$ cat src/rtl/uart_frame_tx_if.sv
// Frame-request handshake and serial line bundle for uart_frame_tx.
interface uart_frame_tx_if #(
  parameter int DATA_BITS = 8,
  parameter int NUM_BYTES = 2
);
  localparam int LW = $clog2(NUM_BYTES) + 1;

  logic [NUM_BYTES*DATA_BITS-1:0] tx_data;
  logic [LW-1:0]                  tx_len;
  logic                           tx_valid;
  logic                           tx_ready;
  logic                           busy;
  logic                           done;
  logic                           TxD;

  modport master (
    output tx_data, tx_len, tx_valid,
    input  tx_ready, busy, done, TxD
  );

  modport slave (
    input  tx_data, tx_len, tx_valid,
    output tx_ready, busy, done, TxD
  );
endinterface

$ cat src/rtl/uart_frame_tx.sv
// Multi-character UART transmitter: start, LSB-first data, optional
// parity and stop bits per character, one done pulse per frame.
module uart_frame_tx #(
  parameter int CLKS_PER_BIT = 10416,
  parameter int DATA_BITS    = 8,
  parameter int NUM_BYTES    = 2,
  parameter int PARITY       = 0,
  parameter int STOP_BITS    = 1
) (
  input  logic             clock,
  input  logic             reset,
  uart_frame_tx_if.slave   bus
);
  localparam int FW = NUM_BYTES * DATA_BITS;
  localparam int LW = $clog2(NUM_BYTES) + 1;

  localparam logic [2:0] S_IDLE  = 3'd0;
  localparam logic [2:0] S_START = 3'd1;
  localparam logic [2:0] S_DATA  = 3'd2;
  localparam logic [2:0] S_PAR   = 3'd3;
  localparam logic [2:0] S_STOP  = 3'd4;

  logic [2:0]    state_q, state_d;
  logic [15:0]   baud_q, baud_d;
  logic [3:0]    bit_q, bit_d;
  logic [LW-1:0] chr_q, chr_d;
  logic [LW-1:0] len_q, len_d;
  logic [FW-1:0] frame_q, frame_d;
  logic          par_q, par_d;
  logic          done_q, done_d;

  logic bit_end;
  logic len_ok;
  logic accept;
  logic odd;
  logic txd;

  assign odd     = (PARITY == 1);
  assign bit_end = (baud_q == 16'(CLKS_PER_BIT - 1));
  assign len_ok  = (bus.tx_len != '0) &&
                   (bus.tx_len <= LW'(NUM_BYTES));
  assign accept  = (state_q == S_IDLE) &&
                   bus.tx_valid && len_ok;

  assign bus.tx_ready = (state_q == S_IDLE);
  assign bus.busy     = (state_q != S_IDLE);
  assign bus.done     = done_q;
  assign bus.TxD      = txd;

  // frame_q shifts one bit per data bit, so the
  // current character always sits at the bottom.
  always_comb begin
    txd = 1'b1;
    unique case (state_q)
      S_START: txd = 1'b0;
      S_DATA:  txd = frame_q[0];
      S_PAR:   txd = par_q ^ odd;
      default: txd = 1'b1;
    endcase
  end

  always_comb begin
    state_d = state_q;
    baud_d  = bit_end ? '0 : baud_q + 16'd1;
    bit_d   = bit_q;
    chr_d   = chr_q;
    len_d   = len_q;
    frame_d = frame_q;
    par_d   = par_q;
    done_d  = 1'b0;
    unique case (state_q)
      S_IDLE: begin
        baud_d = '0;
        if (accept) begin
          state_d = S_START;
          frame_d = bus.tx_data;
          len_d   = bus.tx_len;
          chr_d   = '0;
          bit_d   = '0;
        end
      end
      S_START: begin
        par_d = 1'b0;
        bit_d = '0;
        if (bit_end) state_d = S_DATA;
      end
      S_DATA: begin
        if (bit_end) begin
          frame_d = frame_q >> 1;
          par_d   = par_q ^ frame_q[0];
          if (bit_q == 4'(DATA_BITS - 1)) begin
            bit_d   = '0;
            state_d = (PARITY != 0) ? S_PAR : S_STOP;
          end else begin
            bit_d = bit_q + 4'd1;
          end
        end
      end
      S_PAR: begin
        if (bit_end) begin
          bit_d   = '0;
          state_d = S_STOP;
        end
      end
      S_STOP: begin
        if (bit_end) begin
          if (bit_q == 4'(STOP_BITS - 1)) begin
            bit_d = '0;
            if (chr_q == len_q - LW'(1)) begin
              state_d = S_IDLE;
              done_d  = 1'b1;
            end else begin
              chr_d   = chr_q + LW'(1);
              state_d = S_START;
            end
          end else begin
            bit_d = bit_q + 4'd1;
          end
        end
      end
      default: state_d = S_IDLE;
    endcase
  end

  always_ff @(posedge clock) begin
    if (reset) begin
      state_q <= S_IDLE;
      baud_q  <= '0;
      bit_q   <= '0;
      chr_q   <= '0;
      len_q   <= '0;
      frame_q <= '0;
      par_q   <= 1'b0;
      done_q  <= 1'b0;
    end else begin
      state_q <= state_d;
      baud_q  <= baud_d;
      bit_q   <= bit_d;
      chr_q   <= chr_d;
      len_q   <= len_d;
      frame_q <= frame_d;
      par_q   <= par_d;
      done_q  <= done_d;
    end
  end
endmodule

$ cat src/flat_wrapper.sv
// flat-port wrapper written by rule: the top's interface ports become plain ports
module uart_frame_tx_flat 
#(
  parameter int CLKS_PER_BIT = 10416,
  parameter int DATA_BITS    = 8,
  parameter int NUM_BYTES    = 2,
  parameter int PARITY       = 0,
  parameter int STOP_BITS    = 1
)
  (clock, reset, bus_tx_data, bus_tx_len, bus_tx_valid, bus_tx_ready, bus_busy, bus_done, bus_TxD);
  uart_frame_tx_if #(.DATA_BITS(DATA_BITS), .NUM_BYTES(NUM_BYTES)) bus_i ();
  input  logic clock;
  input  logic reset;
  input wire logic [$bits(bus_i.tx_data)-1:0] bus_tx_data;
  input wire logic [$bits(bus_i.tx_len)-1:0] bus_tx_len;
  input wire logic [$bits(bus_i.tx_valid)-1:0] bus_tx_valid;
  output wire logic [$bits(bus_i.tx_ready)-1:0] bus_tx_ready;
  output wire logic [$bits(bus_i.busy)-1:0] bus_busy;
  output wire logic [$bits(bus_i.done)-1:0] bus_done;
  output wire logic [$bits(bus_i.TxD)-1:0] bus_TxD;
  assign bus_i.tx_data = bus_tx_data;
  assign bus_i.tx_len = bus_tx_len;
  assign bus_i.tx_valid = bus_tx_valid;
  assign bus_tx_ready = bus_i.tx_ready;
  assign bus_busy = bus_i.busy;
  assign bus_done = bus_i.done;
  assign bus_TxD = bus_i.TxD;
  uart_frame_tx #(.CLKS_PER_BIT(CLKS_PER_BIT), .DATA_BITS(DATA_BITS), .NUM_BYTES(NUM_BYTES), .PARITY(PARITY), .STOP_BITS(STOP_BITS)) u_core (.clock(clock), .reset(reset), .bus(bus_i));
endmodule
$ cat config.mk
export PLATFORM = sky130hd
export DESIGN_NAME = uart_frame_tx_flat
export DESIGN_NICKNAME = d
export VERILOG_FILES = /design/src/rtl/uart_frame_tx_if.sv /design/src/rtl/uart_frame_tx.sv /design/src/flat_wrapper.sv
export SDC_FILE = /design/constraint.sdc
export NUM_CORES = 1
export LEC_CHECK = 0
export BUFFER_PORTS_ARGS = -buffer_cell sky130_fd_sc_hd__buf_2
export CAP_MARGIN = 20
export CORE_MARGIN = 10
export CORE_UTILIZATION = 52
export CTS_CLUSTER_DIAMETER = 120
export DETAILED_ROUTE_END_ITERATION = 12
export GPL_TIMING_DRIVEN = 0
export PLACE_DENSITY = 0.83
export SYNTH_ARGS = -nofsm -noshare
export SYNTH_HDL_FRONTEND = slang
export SYNTH_SLANG_ARGS = --single-unit
$ cat constraint.sdc
create_clock -name clock -period 2.3 [get_ports clock]
set_input_delay 0.46 -clock clock [delete_from_list [all_inputs] [get_ports clock]]
set_output_delay 0.46 -clock clock [all_outputs]
set_load 0.05 [all_outputs]
# == Word-level counts from Yosys, hierarchy flattened ==
# Index checks and enable logic that the tools add are counted.
# word_totals
reg_bits,45
output_inout_bits,4
wordCells,79
# op_classes
n_addsub,4
magnitude_cmp,1
eq_ne,15
muxes,28
n_bitwise,4
reduce_logical,19
# op_table
op,count
16-bit two-way mux,2
16-bit one-hot mux with 2 select lines,1
4-bit two-way mux,6
3-bit two-way mux,7
4-bit one-hot mux with 5 select lines,1
"16-bit by 1-bit adder with 16-bit output, second input constant",1
"16-bit by 14-bit == test with 1-bit output, second input constant",1
3-bit one-hot mux with 5 select lines,1
"2-bit by 1-bit != test with 1-bit output, second input constant",7
5-bit AND reduction,2
2-bit two-way mux,4
2-bit nonzero test,4
7-bit AND reduction,1
"3-bit by 2-bit == test with 1-bit output, second input constant",2
5-bit nonzero test,1
"4-bit by 1-bit adder with 4-bit output, second input constant",1
"4-bit by 3-bit == test with 1-bit output, second input constant",1
4-bit zero test,1
2-bit one-hot mux with 2 select lines,1
2-bit AND reduction,2
4-bit OR reduction,1
"3-bit by 1-bit == test with 1-bit output, second input constant",1
"3-bit == test, second input constant",1
1-bit logical AND,3
14 further kinds,18

# == Longest topological paths before layout ==
# logic_depth
ltp_word,6
mapped_depth,9
depth_no_buf,7

# == Worst setup path after synthesis ==
# Ideal clock, no wire load.
# synth_path
kind,register -> output
startpoint,reg u_core.state_q[1]
endpoint,out bus_busy
t_arrival_ns,2.393
t_required_ns,1.840
slack_ns,-0.553
stages_incl_launch_ff,4
path_cell_list,dfxtp_1 -> buf_2 -> nor3_1 -> inv_1
# synth_between
elab_chain_cells,1
# synth_rtl
element,line_no,rtl
start: declaration,uart_frame_tx.sv:23,"logic [2:0] state_q, state_d;"
start signal: assignment,uart_frame_tx.sv:136,state_q <= state_d;
3-bit nonzero test,uart_frame_tx.sv:46,assign bus.busy = (state_q != S_IDLE);
end: declaration,flat_wrapper.sv:18,output wire logic [$bits(bus_i.busy)-1:0] bus_busy;
# Every way passes these cells.

# == Worst setup path after layout ==
# layout_path
startpoint,reg u_core.baud_q[12]
endpoint,reg u_core.bit_q[2]
# layout_between
elab_chain_cells,3
# layout_rtl
element,line_no,rtl
start: declaration,uart_frame_tx.sv:24,"logic [15:0] baud_q, baud_d;"
start signal: assignment,uart_frame_tx.sv:137,baud_q <= baud_d;
16-bit by 14-bit == test with 1-bit output *,uart_frame_tx.sv:39,assign bit_end = (baud_q == 16'(CLKS_PER_BIT - 1));
2-bit by 1-bit != test with 1-bit output (no source line),--,
5-bit AND reduction (no source line) *,--,
end signal: assignment,uart_frame_tx.sv:138,bit_q <= bit_d;
end: declaration,uart_frame_tx.sv:25,"logic [3:0] bit_q, bit_d;"
# Every way passes the cells marked *; elsewhere a longest branch is shown, timed or not.
# A chain may end at the register's enable or synchronous reset.

==> flow_summary_export.csv <==
group,metric,value,unit
outcome,run_status,"finished with violations",
outcome,violations,"negative setup slack",
timing,relSlewSlack,0.5751,
synth,async_reset_ff_frac,0,
synth,synth_cell_types,43,
place,routabilityCongestion,0.8430,
synth,synth.avg_cell_area,8.672,sq um
place,numPortBuffers,24,
floorplan,coreArea,0.004115,sq mm
layout,layout_common_cells,"dfxtp_1 (41), a21oi_1 (31), buf_2 (25), nor2_1 (20), mux2i_1 (16)",
timing,timing.hold.ws,459.7,ps
timing,worst_slack,-23.81,ps
pwr,power,1616,uW
layout,drive_gt1_frac,0.1953,
critical_path,startpoint,"u_core.baud_q[12]",
routing,drt_first_pass_iters,4,
timing,fin_tns_setup,-23.81,ps
pwr,ir_drop,0.4650,mV
global_routing,grt.busiest_layer,"met2",
layout,num-fill-cells,346,
layout,finalNetCount,321,
global_routing,antenna_found_initial,0,
clock_tree,path_clk_slew,80,ps
clock_tree,cts_tree,"done",
layout,antenna-diode-count,0,
routing,via_per_inst,5.686,
layout,regArea,905.9,sq um
timing,rsz0062_at_grt,"yes",
synth,synth_ff_type,"dfxtp_1",
min_path,min_path_type,"in2reg",
pwr,p_comb_frac,0.130,
global_routing,overflow,0,
clock_tree,cts_root_buf,"clkbuf_8",
timing,slew_violations,0,
timing,finClkSkew,5.800,ps
pwr,power.share.clock,0.356,
floorplan,fp.dieH,85.98,um
layout,syn_to_final_growth,17.25,%
synth,ys_seq_area_frac,0.3980,
routing,drc_errors,0,
clock_tree,htreeDepth,2,
timing,max_freq,430.3,MHz
synth,yosys_warnings,0,
floorplan,fp.dieArea,0.007392,sq mm
synth,synth_area,0.002263,sq mm
floorplan,num_io_pins,25,
clock_tree,worstSkewPairLatency,290,ps
floorplan,die_w,85.98,um
synth,syn_inst,261,
synth,synth_nets,285,
timing,worstMarginPinSlew,631.5,ps
critical_path,worstPathMaxFanout,6,
timing,period_share,1.010,
clock_tree,clock_tree.buffer_depth,2,
place,dp_hpwl,3616,um
layout,final_common_cell,"dfxtp_1",
critical_path,reg2reg_from,"u_core.baud_q[12]",
critical_path,worstSetupPathType,"reg2reg",
global_routing,grtUsageTotal,0.1414,
global_routing,grt_max_degree,14,
routing,wl_per_cell,14.85,um
pwr,pwr-share-seq,0.513,
global_routing,gr-usage-met1,0.1673,
synth,ys_ff_latch,45,
pwr,p_per_area,608.9,mW/mm^2
min_path,holdCritStartpoint,"bus_tx_len[0]",
synth,synth_edf_count,0,
clock_tree,clock-sinks,45,
clock_tree,cts_hold_buf,0,
global_routing,grt_pass1_wl,8825,um
floorplan,initial_utilization,0.5500,
flow_run,drv_cap,0,
pwr,switching_share,0.2484,
timing,final_hold_viol_count,0,
critical_path,endpoint_kind,"flip-flop",
global_routing,use_met3,0.04636,
timing,period_needed,2324,ps
global_routing,grt_pass1_vias,1999,
pwr,switching_power,401.5,uW
floorplan,core.rowCount,23,
critical_path,required,2520,ps
critical_path,critPathLaunchType,"flip-flop",
critical_path,arrival,2550,ps
clock_tree,cts_buffers,5,
global_routing,grt_util_met2,0.2299,
routing,vias,1973,
layout,multi_input_area,0.001316,sq mm
timing,finalSetupViolCount,1,
pwr,p_int,1215,uW
routing,ant_nets,0,
routing,drt_wl_total,5152,um
routing,drtIter0Drc,133,
pwr,p_leak,0.0009455,uW
[synthesized netlist by cell type (2+ instances only)]
| master | count | area [sq um] |
|---|---|---|
| dfxtp_1 | 45 | 900.9 |
| a21oi_1 | 32 | 160.2 |
| nor2_1 | 20 | 75.07 |
| mux2i_1 | 16 | 160.2 |
| a211oi_1 | 15 | 112.6 |
| nand2_1 | 14 | 52.55 |
| o21ai_0 | 11 | 55.05 |
| xor2_1 | 10 | 87.58 |
| clkbuf_1 | 9 | 33.78 |
| nand3_1 | 9 | 45.04 |
| and3_1 | 7 | 43.79 |
| inv_1 | 6 | 22.52 |
| nand2b_1 | 6 | 37.54 |
| nor3_1 | 6 | 30.03 |
| or3_1 | 6 | 37.54 |
| and2_1 | 5 | 31.28 |
| buf_2 | 4 | 20.02 |
| xnor2_1 | 4 | 35.03 |
| a21boi_0 | 3 | 22.52 |
| ha_1 | 3 | 37.54 |
| nand3b_1 | 3 | 22.52 |
| nand4_1 | 3 | 18.77 |
| a21o_1 | 2 | 15.01 |
| and4_1 | 2 | 17.52 |
| or4_1 | 2 | 15.01 |
[sequential cells by signal, summed over array words and instances (netlist names)]
signal and count:
u_core.state_q 3, u_core.bit_q 4, u_core.par_q 1, u_core.frame_q 16, u_core.bus.done 1, u_core.baud_q 16, u_core.chr_q 2, u_core.len_q 2
[power groups by stage]
stage / registers, uW / logic (uW) / clock network [uW]
finish: 829 / 211 / 576
global route: 832 / 233 / 617
CTS: 828 / 198 / 587
detailed placement: 846 / 185 / 0
global placement: 846 / 180 / 0
floorplan: 842 / 133 / 0
[kinds of logic (layout without fill, tap and decap cells)]
family                   after synthesis  in the layout  synth area share
adder cells (fa/ha/maj)                3              3           0.01659
AND/OR/NAND/NOR                       91             91            0.2217
multiplexers                          16             16           0.07076
XOR/XNOR                              14             14           0.05417
AO/OA/AOI/OAI                         72             72            0.2001
flip-flops                            45             45            0.3980
buffers and inverters                 20             56           0.03869
[area by class of cell]
cell class,count,area share
repair buffers,31,0.06506
multi-input cells,196,0.4960
inverters,6,0.008487
well taps,50,0.02357
plain buffers,12,0.02640
flip-flops and latches,45,0.3413
clock buffers,5,0.02593
clock inverters,2,0.01320
[critical path, stage by stage, from the launching register on]
cell     delay (ps)
dfxtp_2         330
or4b_4          540
or4_4           500
o32a_4          230
or4_4           520
a21oi_2         140
[stage by stage]
stage / utilization / setup slack, ps / cell area (sq um) / cells
3_3_place_gp: 0.5956 / -288.3 / 2451 / 335
6_report: 0.6449 / -23.81 / 2654 / 347
5_1_grt: 0.6449 / -75.81 / 2654 / 347
4_1_cts: 0.6339 / -2.232 / 2609 / 347
3_5_place_dp: 0.5956 / -362.4 / 2451 / 335
2_1_floorplan: - / 20.75 / 2268 / 261
[worst paths after layout]
check,cells after the start,endpoint,slack (ps)
worst max-delay path,5,u_core.bit_q[2],-20
worst max register to register,5,u_core.bit_q[2],-20
worst min-delay path,3,u_core.len_q[0],460
worst min register to register,1,u_core.baud_q[0],480
[what timing repair did]
action | in CTS | in global routing
buffers inserted | 6 | 1
pin swaps | 0 | 3
setup endpoints to repair | 12 | 24
resized for setup | 7 | 12
[routing by layer]
layer	routed length [um]	vias up
li1	-	1017
met1	2439	898
met2	2336	49
met3	306	9
met4	70	0
met5	0	-
Power figures use the tool's default switching activity.
